===== config.mk =====
export PLATFORM = sky130hd
export DESIGN_NAME = flex_x_counter
export DESIGN_NICKNAME = d
export VERILOG_FILES = /design/src/rtl/flex_x_counter.sv
export SDC_FILE = /design/constraint.sdc
export NUM_CORES = 1
export LEC_CHECK = 0
export BUFFER_PORTS_ARGS = -buffer_cell sky130_fd_sc_hd__buf_4
export CAP_MARGIN = 30
export CORE_MARGIN = 2
export CORE_UTILIZATION = 35
export CTS_BUF_LIST = sky130_fd_sc_hd__clkbuf_16
export CTS_CLUSTER_DIAMETER = 100
export DETAILED_ROUTE_END_ITERATION = 12
export PLACE_DENSITY_LB_ADDON = 0.25
export SYNTH_ARGS = -nofsm -noshare
export SYNTH_HDL_FRONTEND = slang
export SYNTH_SLANG_ARGS = --single-unit
export TNS_END_PERCENT = 20

===== constraint.sdc =====
create_clock -name clk -period 3.8 [get_ports clk]
set_input_delay 0.57 -clock clk [delete_from_list [all_inputs] [get_ports clk]]
set_output_delay 0.57 -clock clk [all_outputs]
set_load 0.02 [all_outputs]

===== src/rtl/flex_x_counter.sv =====
// Programmable-rollover up-counter producing the Work Dispatcher x index.
// Counts 1..rollover_val and wraps to 1; a registered flag marks count == rollover_val.
module flex_x_counter #(
    parameter int NUM_CNT_BITS = 4
) (
    input  logic                    clk,
    input  logic                    n_rst,
    input  logic                    clear,
    input  logic                    count_enable,
    input  logic [NUM_CNT_BITS-1:0] rollover_val,
    output logic [NUM_CNT_BITS-1:0] count_out,
    output logic                    rollover_flag
);

    localparam logic [NUM_CNT_BITS-1:0] CNT_ZERO = NUM_CNT_BITS'(0);
    localparam logic [NUM_CNT_BITS-1:0] CNT_ONE  = NUM_CNT_BITS'(1);

    logic [NUM_CNT_BITS-1:0] count_r;
    logic                    flag_r;
    logic [NUM_CNT_BITS-1:0] next_count_s;
    logic                    next_flag_s;

    // Next-count selection: clear beats enable; the +1 is only taken below the terminal
    // count, so it cannot overflow. rollover_val of zero pins the count at zero.
    always_comb begin
        next_count_s = count_r;
        if (clear) begin
            next_count_s = CNT_ZERO;
        end else if (count_enable) begin
            if (rollover_val == CNT_ZERO) begin
                next_count_s = CNT_ZERO;
            end else if (count_r < rollover_val) begin
                next_count_s = count_r + CNT_ONE;
            end else begin
                next_count_s = CNT_ONE;
            end
        end else begin
            next_count_s = count_r;
        end
    end

    // The flag is computed from the upcoming count so it is registered alongside it.
    always_comb begin
        next_flag_s = 1'b0;
        if (next_count_s == rollover_val) begin
            next_flag_s = 1'b1;
        end else begin
            next_flag_s = 1'b0;
        end
    end

    // Count and flag registers with synchronous active-high reset.
    always_ff @(posedge clk) begin
        if (n_rst) begin
            count_r <= CNT_ZERO;
            flag_r  <= 1'b0;
        end else begin
            count_r <= next_count_s;
            flag_r  <= next_flag_s;
        end
    end

    assign count_out     = count_r;
    assign rollover_flag = flag_r;

endmodule


==> results.cfg, run 1 <==
[global_route]
grt_pass1_vias = 482
grt_max_degree = 15
gr-total-overflow = 0
grt_pass1_wl_mm = 2.25
antenna_found_initial = 0
grt_use_total = 0.164

[route]
met3_length_um = 134
routed_via_density = 6.02
drc = 0
final_antenna_net_count = 0
top_layer = met3
m1WireLength_um = 616
met2_length_um = 545
dr.pass1.iters = 4
drt-initial-drc-count = 23
vias = 566
wl_per_cell_um = 13.8
wirelength_mm = 1.30

[clock_network]
clockRootBuffer = clkbuf_16
clk_path_buf_depth = 2
cts_tree = built
insertion_delay_ps = 220
post_cts_resized = 0
cts_setup_buffers = 0
cts_buffers = 3
cts_sinks = 5
htree_levels = 1
clk_pin_slew_ps = 30
cts_hold_buffers = 0

[power_and_ir_drop]
vdd_drop_max_mv = 0.423
total_power_uw = 255
internal-power_uw = 204
seq_power_share = 0.217
leakagePower_uw = 0.000293
p_per_area_nw_per_um2 = 373
p_switching_uw = 51.3
switching_share = 0.201
pwr-share-clk = 0.654
combPwrFrac = 0.128

[timing]
timing.fmax_mhz = 469
relSlewSlack = 0.742
finalSetupViolCount = 0
min_period_ps = 2130
finalHoldViolCount = 0
worstMarginPinSlew_ps = 384
rsz0062_at_grt = false
finClkSkew_ps = 0.560
fin_setup_tns_ps = 0
fin_crit_sh = 0.562
slew_viol_final = 0

[floorplan]
rows = 13
core-area_um2 = 1320
chipHeight_um = 42.0
die_x_um = 42.0
die_area_um2 = 1760
ios = 13
start_util = 0.384

[cells_and_area]
diodes = 0
final_nets = 92
layout-drive-gt1-share = 0.215
synthToLayoutAreaGrowth_pct = 35.4

[placed_design]
dp_hpwl_um = 968
gp_congestion = 0.829
port_buffers = 12

[synthesis]
synth_cell_types = 32
syn_avg_cell_area_um2 = 7.78
synth_nets = 77
yosysSeqAreaShare = 0.198
synth_area_um2 = 505
synthCells = 65
yosys_register_bits = 5
ys.warnings.count = 0

[critical_path]
critPathCaptureType = register
rrSetupSlack_ps = 1790
r2r_end = rollover_flag
rr_startpoint = count_out[1]
reg2regPathDepth = 6
crit_path_max_incr_delay_ps = 350
critical_path_buf_inv_count = 2
cp_cell_sequence = buf_4, inv_1, ha_1, o211ai_1, o21ai_1, or2_1, o41ai_1, nor4_1
slowest_stage = o41ai_1
required_ps = 3890
arrival_ps = 2230
startpoint_type = input pin
path_delay_family = compound AO/OA/AOI/OAI gates
worstSetupPathType = in2reg
worstPathMaxFanout = 6

[worst_hold_path]
holdCritPathClass = reg2reg
min_path_cells = 2
hp-start = count_out[3]
min_to = count_out[3]

[run_status]
status = finished clean

[flow_run]
drv_cap = 0
==> layer usage <==
metal,global-route usage,vias to the layer above
met5,0,-
met4,0,0
met3,0.0819,0
met2,0.241,29
met1,0.229,255
li1,-,282
==> worst max path at each step <==
stage / start / endpoint / cells after the start
final: rollover_val[1] / rollover_flag / 8
after global routing: rollover_val[3] / rollover_flag / 8
after CTS: rollover_val[1] / rollover_flag / 8
after detailed placement: rollover_val[1] / rollover_flag / 8
after global placement: rollover_val[1] / rollover_flag / 8
after floorplan: rollover_val[1] / rollover_flag / 7
==> worst reg2reg max path, cell delays in order (launching register included) <==
cell and delay, ps:
dfxtp_1 430, ha_1 270, o211ai_1 260, o21ai_1 220
or2_1 270, o41ai_1 350, nor4_1 90
==> cell usage after synthesis <==
cell	instances	area share
clkbuf_1	1	0.0074
nor3b_2	1	0.025
nor3_1	2	0.020
or3_1	1	0.012
a2bb2oi_1	1	0.017
nand2_1	4	0.030
xnor2_1	3	0.052
a211oi_1	3	0.045
and3_1	1	0.012
or2_1	1	0.012
dfxtp_1	5	0.20
o2111ai_1	1	0.017
nor2_1	4	0.030
o21ai_1	1	0.0099
a31oi_1	1	0.012
inv_1	5	0.037
nand3_1	2	0.020
ha_1	4	0.099
o22ai_1	1	0.012
nand4_1	2	0.025
a22oi_1	1	0.015
nand3b_1	1	0.015
nor4_1	1	0.012
mux2i_1	2	0.040
nor4_4	1	0.042
nand2b_1	3	0.037
o211ai_1	3	0.045
o31ai_1	1	0.015
a21oi_1	4	0.040
o21ai_0	2	0.020
o41ai_1	1	0.017
buf_2	1	0.0099
==> sequential cells by signal, summed over array words and instances (netlist names) <==
signal	flops
rollover_flag	1
count_out	4
==> metrics by stage <==
stage / setup slack, ps / hold WS, ps / utilization / instance area (um^2) / std cells
floorplan: 1820 / 594 / - / 505 / 65
global placement: 1500 / 558 / 0.460 / 606 / 90
detailed placement: 1480 / 570 / 0.460 / 606 / 90
CTS: 1710 / 556 / 0.519 / 684 / 94
global route: 1520 / 564 / 0.519 / 684 / 94
finish: 1670 / 559 / 0.519 / 684 / 94
==> kinds of logic (layout without fill, tap and decap cells) <==
kind of cell / count (synthesis) / in the layout / share of synthesized area
DFF: 5 / 5 / 0.198
AOI/OAI and AO/OA: 20 / 20 / 0.265
adders and majority gates: 4 / 4 / 0.0990
xor gates and xnor gates: 3 / 3 / 0.0520
and+or+nand+nor: 24 / 24 / 0.292
buffers and inverters: 7 / 21 / 0.0544
muxes: 2 / 2 / 0.0396
==> cells in the final DEF (no fill, tap or decap) <==
| master | instances |
|---|---|
| a211oi_1 | 3 |
| a21oi_1 | 4 |
| a22oi_1 | 1 |
| a2bb2oi_1 | 1 |
| a31oi_1 | 1 |
| and3_1 | 1 |
| buf_4 | 12 |
| clkbuf_16 | 3 |
| dfxtp_1 | 5 |
| ha_1 | 4 |
| inv_1 | 6 |
| mux2i_1 | 2 |
| nand2_1 | 4 |
| nand2b_1 | 3 |
| nand3_1 | 2 |
| nand3b_1 | 1 |
| nand4_1 | 2 |
| nor2_1 | 4 |
| nor3_1 | 2 |
| nor3b_2 | 1 |
| nor4_1 | 1 |
| nor4_4 | 1 |
| o2111ai_1 | 1 |
| o211ai_1 | 3 |
| o21ai_0 | 2 |
| o21ai_1 | 1 |
| o22ai_1 | 1 |
| o31ai_1 | 1 |
| o41ai_1 | 1 |
| or2_1 | 1 |
| or3_1 | 1 |
| xnor2_1 | 3 |
==> cell type report <==
cell class / count / area (um^2)
Clock buffer: 3 / 75.1
Multi-Input combinational cell: 53 / 378
Timing Repair Buffer: 12 / 90.1
Clock inverter: 1 / 3.75
Tap cell: 15 / 18.8
Sequential cell: 5 / 100
Inverter: 5 / 18.8
Fill cell: 131 / 633
==> power groups by stage <==
stage          clock, uW  sequential, uW  combinational [uW]
2_1_floorplan          0            56.8                17.4
3_3_place_gp           0            56.2                32.5
3_5_place_dp           0            56.2                32.5
4_1_cts              170            55.5                32.6
5_1_grt              176            55.7                36.0
6_report             167            55.5                32.8
(Power assumes the default switching activity.)
==> run 2: changes to the inputs <==
- clock period: 3.8 -> 2 ns (I/O delays scaled with it)
==> run 2 against run 1 <==
Effect of this change: setup slack got worse by 1500 ps; die area unchanged; via count increased by 3.0%; hold slack got worse by 270 ps; combinational power increased by 130%; largest power group unchanged; count of clock-buffer cells in the layout unchanged; non-clock buffer count increased by 12; global-route usage increased by 2.6 points; critical path type is now reg2reg; first-iteration DRC count decreased by 52%; clock skew about the same; critical path depth decreased by 2.
==> results.cfg, run 2 (synthesis results as in run 1) <==
[critical_path]
reg2regPathDepth = 6
r2r_end = rollover_flag
crit_end = rollover_flag
required_ps = 2100
worstSetupPathType = reg2reg
worstPathMaxFanout = 6
arrival_ps = 1920
startpoint_type = register
critPathCaptureType = register
startpoint = count_out[1]
rrSetupSlack_ps = 180
rr_startpoint = count_out[1]

[clock_network]
cts_setup_buffers = 0
cts_hold_buffers = 0
insertion_delay_ps = 220
cts_sinks = 5
htree_levels = 1
clk_pin_slew_ps = 30
cts_buffers = 3
post_cts_resized = 0
clk_path_buf_depth = 2
clockRootBuffer = clkbuf_16
cts_tree = built

[timing]
hold_slack_ps = 284
fin_setup_tns_ps = 0
finalHoldViolCount = 0
finClkSkew_ps = 0.713
finalSetupViolCount = 0
slew_viol_final = 0
min_period_ps = 1820
rsz0062_at_grt = false
timing.fmax_mhz = 551
worstMarginPinSlew_ps = 382
relSlewSlack = 0.743
fin_crit_sh = 0.908

[route]
drt-initial-drc-count = 11
dr.pass1.iters = 2
wl_per_cell_um = 13.4
drc = 0
routed_via_density = 5.50
met3_length_um = 61
met2_length_um = 668
m1WireLength_um = 693
final_antenna_net_count = 0
vias = 583
top_layer = met3
wirelength_mm = 1.42

[placed_design]
port_buffers = 12
gp_congestion = 0.917
dp_hpwl_mm = 1.10
placedCellCount = 102

[cells_and_area]
largest_register_ff_count = 4
fill_cells = 125
diodes = 0
synthToLayoutAreaGrowth_pct = 53.2
stdcell_count = 106
final_cell_mix = buf_4, inv_1, dfxtp_1
layout-drive-gt1-share = 0.319
final_common_cell = buf_4
final_nets = 104

[floorplan]
ios = 13
die_x_um = 42.0
core-area_um2 = 1320
chipHeight_um = 42.0
rows = 13
start_util = 0.384
die_area_um2 = 1760

[global_route]
grt_pass1_vias = 545
grt_pass1_wl_mm = 2.57
antenna_found_initial = 0
grt_max_degree = 15
grt_use_total = 0.190
gr-total-overflow = 0

[flow_run]
drv_cap = 0

[power_and_ir_drop]
leakagePower_uw = 0.000353
vdd_drop_max_mv = 0.454
p_per_area_nw_per_um2 = 643

[worst_hold_path]
holdCritPathClass = in2reg

[run_status]
status = finished clean
run 2: metrics by stage:
step / area [um^2] / setup WS, ps / utilization / power, uW
final: 774 / 184 / 0.588 / 498
after detailed placement: 696 / 82.7 / 0.528 / 181
after CTS: 774 / 196 / 0.588 / 505
after global placement: 696 / 125 / 0.528 / 181
after floorplan: 505 / 130 / - / 141
after global routing: 774 / 9.45 / 0.588 / 526
run 2: layout make-up:
class | instances | area [um^2] | area share
Timing Repair Buffer | 24 | 180 | 0.233
Clock inverter | 1 | 3.75 | 0.00485
Clock buffer | 3 | 75.1 | 0.0969
Tap cell | 15 | 18.8 | 0.0242
Sequential cell | 5 | 100 | 0.129
Inverter | 5 | 18.8 | 0.0242
Multi-Input combinational cell | 53 | 378 | 0.488
run 2: power by group:
part | switching (uW) | internal (uW)
clock | 59.7 | 258
combinational | 39.3 | 37.2
sequential | 1.46 | 102
run 2: routing by layer:
layer | vias up | track usage
li1 | 303 | -
met1 | 269 | 0.253
met2 | 11 | 0.303
met3 | 0 | 0.0690
met4 | 0 | 0.0194
met5 | - | 0
run 2: critical path: stages, from the launching register on:
cell and delay, ps:
dfxtp_1 310, ha_1 270, o211ai_1 240, o21ai_1 200, or2_1 270, o41ai_1 330, nor4_1 80
run 2: worst min-delay path by stage:
| stage | cells past startpoint | to | from |
|---|---|---|---|
| final | 2 | count_out[1] | n_rst |
| after global routing | 2 | count_out[3] | n_rst |
| after floorplan | 1 | count_out[1] | n_rst |
| after global placement | 2 | count_out[3] | n_rst |
| after detailed placement | 2 | count_out[3] | n_rst |
| after CTS | 2 | count_out[3] | n_rst |
==> run 3: changes to the inputs <==
- BUFFER_PORTS_ARGS: -buffer_cell sky130_fd_sc_hd__buf_4 -> unset
- DONT_BUFFER_PORTS: unset -> 1
==> run 3 against run 2 <==
Effect of this change: core utilization down 11 points; setup slack worse by 56 ps; critical path type unchanged; clock skew up 0.99 ps; design area down 18%; critical path depth unchanged; highest routed layer unchanged; register-to-register slack worse by 60 ps; hold slack worse by 140 ps; non-clock buffer count down 19; cell count down 18%; total power down 7.4%; critical endpoint unchanged; die area unchanged; clock power about the same.
==> results.cfg, run 3 (synthesis results as in run 1) <==
[critical_path]
slowest_stage = o41ai_1
critical_path_buf_inv_count = 0
crit_path_max_incr_delay_ps = 320
critPathCaptureType = register
worstSetupPathType = reg2reg
rr_startpoint = count_out[3]
required_ps = 2100
startpoint_type = register
worstPathMaxFanout = 6
path_delay_family = compound AO/OA/AOI/OAI gates
arrival_ps = 1970
startpoint = count_out[3]
cp_cell_sequence = ha_1, a21oi_1, o21ai_2, or2_1, o41ai_1, nor4_1

[flow_run]
drv_cap = 0

[cells_and_area]
layout-drive-gt1-share = 0.153
diodes = 0
seq_area_um2 = 100
fill_cells = 137
multi_input_area_um2 = 382
largest_register_ff_count = 4
finish.instance_area_um2 = 636
synthToLayoutAreaGrowth_pct = 25.7
final_nets = 85
final_common_cell = inv_1
final_cell_mix = inv_1, dfxtp_1, buf_4

[floorplan]
core-area_um2 = 1320
ios = 13
start_util = 0.384
rows = 13
chipHeight_um = 42.0
die_x_um = 42.0
die_area_um2 = 1760

[route]
wirelength_mm = 1.31
drc = 0
vias = 520
wl_per_cell_um = 15.1
routed_via_density = 5.98
drt-initial-drc-count = 11
final_antenna_net_count = 0
dr.pass1.iters = 4

[power_and_ir_drop]
switching_share = 0.176
internal-power_uw = 380
vdd_drop_max_mv = 0.848
pwr-share-clk = 0.687
p_per_area_nw_per_um2 = 725
seq_power_share = 0.228
combPwrFrac = 0.084
leakagePower_uw = 0.000260
p_switching_uw = 81.0

[timing]
slew_viol_final = 0
finalSetupViolCount = 0
finClkSkew_ps = 1.70
timing.fmax_mhz = 534
fin_setup_tns_ps = 0
relSlewSlack = 0.760
rsz0062_at_grt = false
finalHoldViolCount = 0
fin_crit_sh = 0.936
hold_slack_ps = 148
min_period_ps = 1870
worstMarginPinSlew_ps = 358

[placed_design]
place_area_um2 = 553
dp_hpwl_mm = 1.02
gp_congestion = 0.863
port_buffers = 0

[clock_network]
clk_path_buf_depth = 2
clockRootBuffer = clkbuf_16
cts_hold_buffers = 0
cts_sinks = 5
htree_levels = 1
cts_tree = built
insertion_delay_ps = 220
clk_pin_slew_ps = 30
cts_buffers = 3

[global_route]
grt_use_total = 0.164
grt_pass1_vias = 504
grt_max_degree = 15
gr-total-overflow = 0
antenna_found_initial = 0
grt_pass1_wl_mm = 2.22

[worst_hold_path]
hp-start = n_rst
holdCritPathClass = in2reg

[run_status]
status = finished clean
-- run 3: cell types whose count changed in the layout (fill, tap and decap cells not counted) --
cell     previous run  this run
o21ai_1             1         0
buf_4              24         5
o21ai_2             0         1
-- run 3: layout make-up --
| cell class | count | area share |
|---|---|---|
| timing repair buffer | 5 | 0.0591 |
| tap | 15 | 0.0295 |
| sequential | 5 | 0.157 |
| inverter | 5 | 0.0295 |
| clock buffer | 3 | 0.118 |
| multi-input combinational | 53 | 0.600 |
| clock inverter | 1 | 0.00591 |
-- run 3: worst paths after layout --
| path | to | depth (start not counted) | slack [ps] |
|---|---|---|---|
| setup / recovery | rollover_flag | 6 | 130 |
| setup reg to reg | rollover_flag | 6 | 130 |
| hold reg to reg | count_out[3] | 3 | 670 |
| hold / removal | count_out[1] | 1 | 150 |
-- run 3: worst register-to-register path: stages, from the launching register on --
cell and delay [ps]:
dfxtp_1 310, ha_1 290, a21oi_1 300, o21ai_2 170
or2_1 260, o41ai_1 320, nor4_1 100
-- run 3: stage by stage --
step                setup slack [ps]  instances  total power, uW   util
finish                           128         87              461  0.482
global placement                 118         83              144  0.420
global route                    25.8         87              478  0.482
floorplan                        130         65              141      -
detailed placement              39.6         83              145  0.420
CTS                              117         87              467  0.480
-- run 3: timing repair --
item,CTS,global route
setup endpoints to repair,0,1
resized for setup,0,1
setup buffers,0,0
-- run 3: routing by layer --
layer | share of wire | global-route usage | wire length [um]
met5 | 0 | 0 | 0
met4 | 0 | 0.00645 | 0
met3 | 0.075 | 0.0690 | 98
met2 | 0.44 | 0.256 | 580
met1 | 0.48 | 0.221 | 633
-- run 3: power groups by stage --
stage | logic (uW) | clock network, uW | registers (uW)
2_1_floorplan | 33.0 | 0 | 108
3_3_place_gp | 37.5 | 0 | 107
5_1_grt | 44.1 | 328 | 106
3_5_place_dp | 38.0 | 0 | 107
4_1_cts | 38.1 | 324 | 105
6_report | 38.9 | 317 | 105
